$ cat src/rtl/ic_pkg.sv
// Shared types and helpers for the input conditioner.
//   hold_state_t : per-channel hold tracker state (IDLE, HELD, LONG)
//   cnt_width    : bits needed to hold the values 0..max_val
//   max2         : larger of two integers, used for sizing shared counters
package ic_pkg;

  typedef enum logic [1:0] {
    IDLE = 2'd0,
    HELD = 2'd1,
    LONG = 2'd2
  } hold_state_t;

  // Never returns less than 1 so a degenerate maximum still yields a real vector.
  function automatic int cnt_width(input int max_val);
    return (max_val < 1) ? 1 : $clog2(max_val + 1);
  endfunction

  function automatic int max2(input int a, input int b);
    return (a > b) ? a : b;
  endfunction

endpackage

$ cat src/rtl/input_conditioner_if.sv
// Channel bundle between the input conditioner and its consumer.
//   in_i         : raw asynchronous pad inputs
//   repeat_en_i  : per-channel auto-repeat enable (quasi-static)
//   level_o      : debounced level
//   press_o      : one-cycle pulse on each debounced rise
//   release_o    : one-cycle pulse on each debounced fall
//   long_press_o : one-cycle pulse when a hold reaches the long-press time
//   repeat_o     : one-cycle auto-repeat pulse while long-held
//   state_o      : per-channel hold tracker state, for observation
// There is no handshake: inputs are sampled every cycle and each output is a
// level or a single-cycle pulse, valid on every cycle with no backpressure.
interface input_conditioner_if #(
  parameter int WIDTH = 4
);
  import ic_pkg::*;

  logic        [WIDTH-1:0] in_i;
  logic        [WIDTH-1:0] repeat_en_i;
  logic        [WIDTH-1:0] level_o;
  logic        [WIDTH-1:0] press_o;
  logic        [WIDTH-1:0] release_o;
  logic        [WIDTH-1:0] long_press_o;
  logic        [WIDTH-1:0] repeat_o;
  hold_state_t [WIDTH-1:0] state_o;

  modport master (
    output in_i, repeat_en_i,
    input  level_o, press_o, release_o, long_press_o, repeat_o, state_o
  );

  modport slave (
    input  in_i, repeat_en_i,
    output level_o, press_o, release_o, long_press_o, repeat_o, state_o
  );

endinterface

$ cat src/rtl/ic_channel.sv
// One conditioned input channel: synchroniser, symmetric debouncer and the
// hold tracker that produces long-press and auto-repeat pulses.
//   clk, rst_n    : clock, asynchronous active-low reset
//   tick_i        : shared sample tick, one cycle wide
//   in_i          : raw pad input
//   repeat_en_i   : auto-repeat enable
//   level_o       : debounced level
//   press_o, release_o, long_press_o, repeat_o : registered one-cycle pulses
//   state_o       : hold tracker state
module ic_channel
  import ic_pkg::*;
#(
  parameter int SYNC_STAGES    = 2,
  parameter int PULSE_CNT_MAX  = 200,
  parameter int LONG_CNT_MAX   = 2000,
  parameter int REPEAT_CNT_MAX = 400
) (
  input  logic        clk,
  input  logic        rst_n,
  input  logic        tick_i,
  input  logic        in_i,
  input  logic        repeat_en_i,
  output logic        level_o,
  output logic        press_o,
  output logic        release_o,
  output logic        long_press_o,
  output logic        repeat_o,
  output hold_state_t state_o
);

  localparam int DW = cnt_width(PULSE_CNT_MAX);
  localparam int HW = cnt_width(max2(LONG_CNT_MAX, REPEAT_CNT_MAX));
  localparam logic [DW-1:0] DEB_LAST  = DW'(PULSE_CNT_MAX - 1);
  localparam logic [HW-1:0] LONG_LAST = HW'(LONG_CNT_MAX - 1);
  localparam logic [HW-1:0] REP_LAST  = HW'(REPEAT_CNT_MAX - 1);
  localparam logic [HW-1:0] HOLD_SAT  = {HW{1'b1}};

  if (SYNC_STAGES < 2) begin : g_bad_sync
    $error("ic_channel: SYNC_STAGES must be at least 2");
  end

  logic [SYNC_STAGES-1:0] sync_q, sync_d;
  logic [DW-1:0]          deb_cnt_q, deb_cnt_d;
  logic [HW-1:0]          hold_cnt_q, hold_cnt_d, hold_inc;
  hold_state_t            state_q, state_d;
  logic level_q, level_d;
  logic press_q, press_d;
  logic release_q, release_d;
  logic long_q, long_d;
  logic repeat_q, repeat_d;
  logic sync_bit, rise, fall;

  assign sync_bit = sync_q[SYNC_STAGES-1];
  assign hold_inc = (hold_cnt_q == HOLD_SAT) ? hold_cnt_q : hold_cnt_q + HW'(1);

  always_comb begin
    sync_d     = {sync_q[SYNC_STAGES-2:0], in_i};
    deb_cnt_d  = deb_cnt_q;
    level_d    = level_q;
    rise       = 1'b0;
    fall       = 1'b0;
    state_d    = state_q;
    hold_cnt_d = hold_cnt_q;
    long_d     = 1'b0;
    repeat_d   = 1'b0;

    // Debounce: the level flips on the tick that would complete the run of
    // disagreeing samples; any agreeing sample restarts the run.
    if (tick_i) begin
      if (sync_bit != level_q) begin
        if (deb_cnt_q == DEB_LAST) begin
          level_d   = ~level_q;
          deb_cnt_d = '0;
          rise      = ~level_q;
          fall      = level_q;
        end else begin
          deb_cnt_d = deb_cnt_q + DW'(1);
        end
      end else begin
        deb_cnt_d = '0;
      end
    end

    press_d   = rise;
    release_d = fall;

    // A fall always wins: it suppresses any long/repeat due on the same tick.
    if (fall) begin
      state_d    = IDLE;
      hold_cnt_d = '0;
    end else begin
      case (state_q)
        IDLE: begin
          if (rise) begin
            state_d    = HELD;
            hold_cnt_d = '0;
          end
        end
        HELD: begin
          if (tick_i) begin
            if (hold_cnt_q == LONG_LAST) begin
              long_d     = 1'b1;
              state_d    = LONG;
              hold_cnt_d = '0;
            end else begin
              hold_cnt_d = hold_inc;
            end
          end
        end
        LONG: begin
          if (tick_i) begin
            if (hold_cnt_q == REP_LAST) begin
              // The period keeps running with repeat disabled so enabling it
              // later lines up with the existing repeat cadence.
              repeat_d   = repeat_en_i;
              hold_cnt_d = '0;
            end else begin
              hold_cnt_d = hold_inc;
            end
          end
        end
        default: begin
          state_d    = IDLE;
          hold_cnt_d = '0;
        end
      endcase
    end
  end

  always_ff @(posedge clk or negedge rst_n) begin
    if (!rst_n) begin
      sync_q     <= '0;
      deb_cnt_q  <= '0;
      hold_cnt_q <= '0;
      state_q    <= IDLE;
      level_q    <= 1'b0;
      press_q    <= 1'b0;
      release_q  <= 1'b0;
      long_q     <= 1'b0;
      repeat_q   <= 1'b0;
    end else begin
      sync_q     <= sync_d;
      deb_cnt_q  <= deb_cnt_d;
      hold_cnt_q <= hold_cnt_d;
      state_q    <= state_d;
      level_q    <= level_d;
      press_q    <= press_d;
      release_q  <= release_d;
      long_q     <= long_d;
      repeat_q   <= repeat_d;
    end
  end

  assign level_o      = level_q;
  assign press_o      = press_q;
  assign release_o    = release_q;
  assign long_press_o = long_q;
  assign repeat_o     = repeat_q;
  assign state_o      = state_q;

endmodule

$ cat src/rtl/input_conditioner.sv
// Multi-channel button/switch conditioner. Holds the sample-tick timer shared
// by all channels and instantiates one ic_channel per input.
//   clk   : CPU clock
//   rst_n : asynchronous active-low reset
//   bus   : input_conditioner_if slave (pads, enables, conditioned outputs)
module input_conditioner
  import ic_pkg::*;
#(
  parameter int WIDTH          = 4,
  parameter int SYNC_STAGES    = 2,
  parameter int SAMPLE_CNT_MAX = 38461,
  parameter int PULSE_CNT_MAX  = 200,
  parameter int LONG_CNT_MAX   = 2000,
  parameter int REPEAT_CNT_MAX = 400
) (
  input logic                clk,
  input logic                rst_n,
  input_conditioner_if.slave bus
);

  if (SAMPLE_CNT_MAX < 1 || PULSE_CNT_MAX < 1 ||
      LONG_CNT_MAX < 1 || REPEAT_CNT_MAX < 1) begin : g_bad_params
    $error("input_conditioner: all *_CNT_MAX parameters must be at least 1");
  end

  localparam int TW = cnt_width(SAMPLE_CNT_MAX);
  localparam logic [TW-1:0] TICK_LAST = TW'(SAMPLE_CNT_MAX - 1);

  logic [TW-1:0] tick_cnt_q, tick_cnt_d;
  logic          tick;

  // tick is high for the single cycle the count sits at its last value.
  assign tick       = (tick_cnt_q == TICK_LAST);
  assign tick_cnt_d = tick ? '0 : tick_cnt_q + TW'(1);

  always_ff @(posedge clk or negedge rst_n) begin
    if (!rst_n) begin
      tick_cnt_q <= '0;
    end else begin
      tick_cnt_q <= tick_cnt_d;
    end
  end

  logic        [WIDTH-1:0] level_w, press_w, release_w, long_w, repeat_w;
  hold_state_t [WIDTH-1:0] state_w;

  for (genvar i = 0; i < WIDTH; i++) begin : g_ch
    ic_channel #(
      .SYNC_STAGES   (SYNC_STAGES),
      .PULSE_CNT_MAX (PULSE_CNT_MAX),
      .LONG_CNT_MAX  (LONG_CNT_MAX),
      .REPEAT_CNT_MAX(REPEAT_CNT_MAX)
    ) u_ch (
      .clk         (clk),
      .rst_n       (rst_n),
      .tick_i      (tick),
      .in_i        (bus.in_i[i]),
      .repeat_en_i (bus.repeat_en_i[i]),
      .level_o     (level_w[i]),
      .press_o     (press_w[i]),
      .release_o   (release_w[i]),
      .long_press_o(long_w[i]),
      .repeat_o    (repeat_w[i]),
      .state_o     (state_w[i])
    );
  end

  assign bus.level_o      = level_w;
  assign bus.press_o      = press_w;
  assign bus.release_o    = release_w;
  assign bus.long_press_o = long_w;
  assign bus.repeat_o     = repeat_w;
  assign bus.state_o      = state_w;

endmodule

$ cat src/flat_wrapper.sv
// flat-port wrapper written by rule: the top's interface ports become plain ports
module input_conditioner_flat import ic_pkg::*;
#(
  parameter int WIDTH          = 4,
  parameter int SYNC_STAGES    = 2,
  parameter int SAMPLE_CNT_MAX = 38461,
  parameter int PULSE_CNT_MAX  = 200,
  parameter int LONG_CNT_MAX   = 2000,
  parameter int REPEAT_CNT_MAX = 400
)
  (clk, rst_n, bus_in_i, bus_repeat_en_i, bus_level_o, bus_press_o, bus_release_o, bus_long_press_o, bus_repeat_o, bus_state_o);
  input_conditioner_if #(.WIDTH(WIDTH)) bus_i ();
  input logic clk;
  input logic rst_n;
  input wire logic [$bits(bus_i.in_i)-1:0] bus_in_i;
  input wire logic [$bits(bus_i.repeat_en_i)-1:0] bus_repeat_en_i;
  output wire logic [$bits(bus_i.level_o)-1:0] bus_level_o;
  output wire logic [$bits(bus_i.press_o)-1:0] bus_press_o;
  output wire logic [$bits(bus_i.release_o)-1:0] bus_release_o;
  output wire logic [$bits(bus_i.long_press_o)-1:0] bus_long_press_o;
  output wire logic [$bits(bus_i.repeat_o)-1:0] bus_repeat_o;
  output wire logic [$bits(bus_i.state_o)-1:0] bus_state_o;
  assign bus_i.in_i = bus_in_i;
  assign bus_i.repeat_en_i = bus_repeat_en_i;
  assign bus_level_o = bus_i.level_o;
  assign bus_press_o = bus_i.press_o;
  assign bus_release_o = bus_i.release_o;
  assign bus_long_press_o = bus_i.long_press_o;
  assign bus_repeat_o = bus_i.repeat_o;
  assign bus_state_o = bus_i.state_o;
  input_conditioner #(.WIDTH(WIDTH), .SYNC_STAGES(SYNC_STAGES), .SAMPLE_CNT_MAX(SAMPLE_CNT_MAX), .PULSE_CNT_MAX(PULSE_CNT_MAX), .LONG_CNT_MAX(LONG_CNT_MAX), .REPEAT_CNT_MAX(REPEAT_CNT_MAX)) u_core (.clk(clk), .rst_n(rst_n), .bus(bus_i));
endmodule
$ cat config.mk
export PLATFORM = sky130hd
export DESIGN_NAME = input_conditioner_flat
export DESIGN_NICKNAME = d
export VERILOG_FILES = /design/src/rtl/ic_pkg.sv /design/src/rtl/input_conditioner_if.sv /design/src/rtl/ic_channel.sv /design/src/rtl/input_conditioner.sv /design/src/flat_wrapper.sv
export SDC_FILE = /design/constraint.sdc
export NUM_CORES = 1
export LEC_CHECK = 0
export CORE_UTILIZATION = 65
export CTS_BUF_LIST = sky130_fd_sc_hd__clkbuf_16
export DETAILED_ROUTE_END_ITERATION = 12
export GPL_TIMING_DRIVEN = 0
export PLACE_DENSITY_LB_ADDON = 0.25
export SETUP_SLACK_MARGIN = 0.3
export SKIP_CTS_REPAIR_TIMING = 1
export SKIP_LAST_GASP = 1
export SLEW_MARGIN = 25
export SYNTH_ARGS = -nofsm -noshare
export SYNTH_HDL_FRONTEND = slang
export SYNTH_SLANG_ARGS = --single-unit
export TNS_END_PERCENT = 30
$ cat constraint.sdc
create_clock -name clk -period 6.1 [get_ports clk]
set_clock_uncertainty 0.1 [all_clocks]
set_input_delay 1.22 -clock clk [delete_from_list [all_inputs] [get_ports clk]]
set_output_delay 1.22 -clock clk [all_outputs]
set_load 0.01 [all_outputs]
==> results.toml <==
[drt]
dr.pass1.iters = 5
remaining_drc_errors = 0
ant_nets = 0
drt_iter0_drc = 476
vias_per_cell = 6.43
vias = 6083
wirelength_um = 16100
wire_per_inst_um = 17.0

[worst_setup_path]
cpMostUsedCell = "buf_2"
cp_max_fo = 10
worstSetupPathType = "reg2reg"
slowest_delay_ns = 0.46
path_delay_family = "buffers and inverters"
cp.required_ns = 6.35
setup.worst_path.end_class = "register"
crit_chain = "inv_1 > ha_1 > and4bb_2 > and4_1 > buf_2 > clkbuf_1 > buf_2 > nand4_1 > o21ai_0"
crit_slowest_cell = "dfrtp_1"
cp.arrival_ns = 3.23
path_buf_inv = 4
start_kind = "register"

[finish]
antenna_cells = 0
fin_nets = 833
final_cell_mix = "dfrtp_1 (128), nand2_1 (67), o21ai_0 (62)"
drive_gt1_share_pct = 11.1
nFillCells = 672
syn2layout_area_growth_pct = 16.5
final_common_cell = "dfrtp_1"
final_cells = 946

[min_path]
hold_path.class = "reg2reg"

[grt]
grt_overflow_total = 0
grt_max_degree = 81
track_usage_pct = 31.3
grt_first_pass_wirelength_um = 27700
grt_pass1_vias = 6038
antenna_found_initial = 0

[synth]
syn_area_mm2 = 0.00698
ys.flop_type = "dfrtp_1"
synth_fp_nets = 776
ys_async_sr_fraction_pct = 100
ys_seq_area_share_pct = 45.9
synth_seq_cells = 128
ys_types = 67
synth_edf_count = 0
yosys_warnings = 0
syn_inst = 740
postSynthAreaPerCell_um2 = 9.44

[clocking]
cts-buffers-inserted = 17
clk_pin_slew_ns = 0.06
cts_sinks = 128
cts_tree = "built"
htreeDepth = 4
root_buffer = "clkbuf_16"
clk_path_buf_depth = 2
insertion_delay_ns = 0.43

[sta]
fmaxAchievable_mhz = 335
slew_headroom_pct = 52.6
finalCritPeriodShare_pct = 49.0
hold_viol_final = 0
finalWorstSetupSlack_ns = 3.11
setup_viol = 0
worst_pin_slew_ns = 0.706
layout_min_cycle_time_ns = 2.99
whs_ns = 0.247
slew_viol_final = 0
rsz0062_at_grt = "no"

[placement]
place.gp.congestion = 0.898
dpl_worst_slack_ns = 3.20
port_buffers = 37
dp_cells = 914
hpwl_um = 10500

[pwr]
p_switching_uw = 396
leakage_nw = 3.65
internal-power_mw = 1.49
peakVddDrop_v = 0.000192
total_power_mw = 1.89
combPwrFrac_pct = 1.6
power_frac_clock_pct = 53.2
seqPwrFrac_pct = 45.2
netSwitchingFraction_pct = 21.0
p_per_area_mw_per_mm2 = 232

[floorplanning]
ios = 38
core_area_mm2 = 0.0104
die_y_um = 106
die_area_mm2 = 0.0112
initial_core_util_pct = 67.4
die_x_um = 106
std_cell_rows = 37

[job]
maxCapViolations = 0

[outcome]
status = "finished clean"
## logic make-up after synthesis
kind of cell	Yosys count	share of synthesized area (%)
simple gates	295	23.2
compound gates	193	17.4
flops	128	45.9
buf+inv	69	5.00
fa+ha+maj	26	4.66
xor+xnor	22	2.76
mux	7	1.09
## power by group through the flow
stage	clock network [mW]	logic, mW	registers (mW)
after floorplan	0	0.00489	0.869
after global routing	1.04	0.0347	0.855
after CTS	1.01	0.0312	0.854
after detailed placement	0	0.0310	0.869
final	1.00	0.0300	0.854
after global placement	0	0.0279	0.870
## final cells by class
class,count,area [um^2],area share (%)
Buffer,44,255,3.14
Clock inverter,15,154,1.89
Clock buffer,17,425,5.23
Multi-Input combinational cell,543,3430,42.2
Timing Repair Buffer,38,403,4.95
Tap cell,136,170,2.09
Inverter,25,93.8,1.15
Sequential cell,128,3200,39.4
## stage by stage
step	TNS (ns)	area, um^2	utilization [%]
floorplan	0	6980	-
global placement	-141.84	7520	72.6
detailed placement	0	7560	72.9
CTS	0	8140	78.5
global route	0	8140	78.5
finish	0	8140	78.5
## worst paths after layout
check                                                             start                                             to  slack, ns  depth (start not counted)
worst max register to register           u_core.tick_cnt_q[0]$_DFF_PN0_   u_core.g_ch[3].u_ch.deb_cnt_q[4]$_DFFE_PN0N_       3.11                          9
min in group asynchronous                                         rst_n  u_core.g_ch[2].u_ch.hold_cnt_q[6]$_DFFE_PN0P_       0.58                          1
worst min-delay path            u_core.g_ch[0].u_ch.sync_q[0]$_DFF_PN0_        u_core.g_ch[0].u_ch.sync_q[1]$_DFF_PN0_       0.25                          0
max in group asynchronous                                         rst_n  u_core.g_ch[3].u_ch.hold_cnt_q[5]$_DFFE_PN0P_       4.62                          2
worst max-delay path                     u_core.tick_cnt_q[0]$_DFF_PN0_   u_core.g_ch[3].u_ch.deb_cnt_q[4]$_DFFE_PN0N_       3.11                          9
worst min register to register  u_core.g_ch[0].u_ch.sync_q[0]$_DFF_PN0_        u_core.g_ch[0].u_ch.sync_q[1]$_DFF_PN0_       0.25                          0
## sequential cells by signal, summed over array words and instances, names as in the netlist
register / count
u_core.g_ch.u_ch.deb_cnt_q: 32
u_core.g_ch.u_ch.hold_cnt_q: 44
u_core.g_ch.u_ch.level_o: 4
u_core.g_ch.u_ch.long_press_o: 4
u_core.g_ch.u_ch.press_o: 4
u_core.g_ch.u_ch.release_o: 4
u_core.g_ch.u_ch.repeat_o: 4
u_core.g_ch.u_ch.state_o: 8
u_core.g_ch.u_ch.sync_q: 8
u_core.tick_cnt_q: 16
## routing by layer
layer	wire length [um]	global-route usage, %	vias up
met2	8230	52.7	221
met5	0	0	-
met3	903	7.11	39
li1	-	-	2820
met1	6640	38.7	3003
met4	350	13.3	0
## synth_stat cells (all sizes together), types with 3 or more instances
| cell | instances | area share, % |
|---|---|---|
| o21ai | 74 | 5.4 |
| o31ai | 4 | 0.57 |
| nand2 | 67 | 3.6 |
| dfrtp | 128 | 46 |
| xnor2 | 7 | 0.88 |
| mux2 | 5 | 0.81 |
| nor2 | 53 | 2.9 |
| buf | 30 | 2.9 |
| nor4bb | 3 | 0.43 |
| and3 | 33 | 3.0 |
| or2 | 3 | 0.27 |
| a22o | 13 | 1.6 |
| nor3 | 12 | 0.93 |
| nand4 | 28 | 2.7 |
| o21a | 5 | 0.54 |
| nand3 | 42 | 3.1 |
| nor2b | 8 | 0.72 |
| and4 | 10 | 1.3 |
| xor2 | 15 | 1.9 |
| nor4b | 5 | 0.72 |
| and2 | 7 | 0.63 |
| inv | 25 | 1.3 |
| a31o | 10 | 1.3 |
| clkbuf | 14 | 0.75 |
| ha | 26 | 4.7 |
| a41oi | 8 | 1.1 |
| a31oi | 8 | 0.72 |
| a21oi | 46 | 3.3 |
| o2bb2ai | 3 | 0.38 |
| nor4 | 6 | 0.54 |
| and4b | 3 | 0.43 |
| a21o | 8 | 0.86 |
No activity file was read; power rests on OpenSTA's default activity.
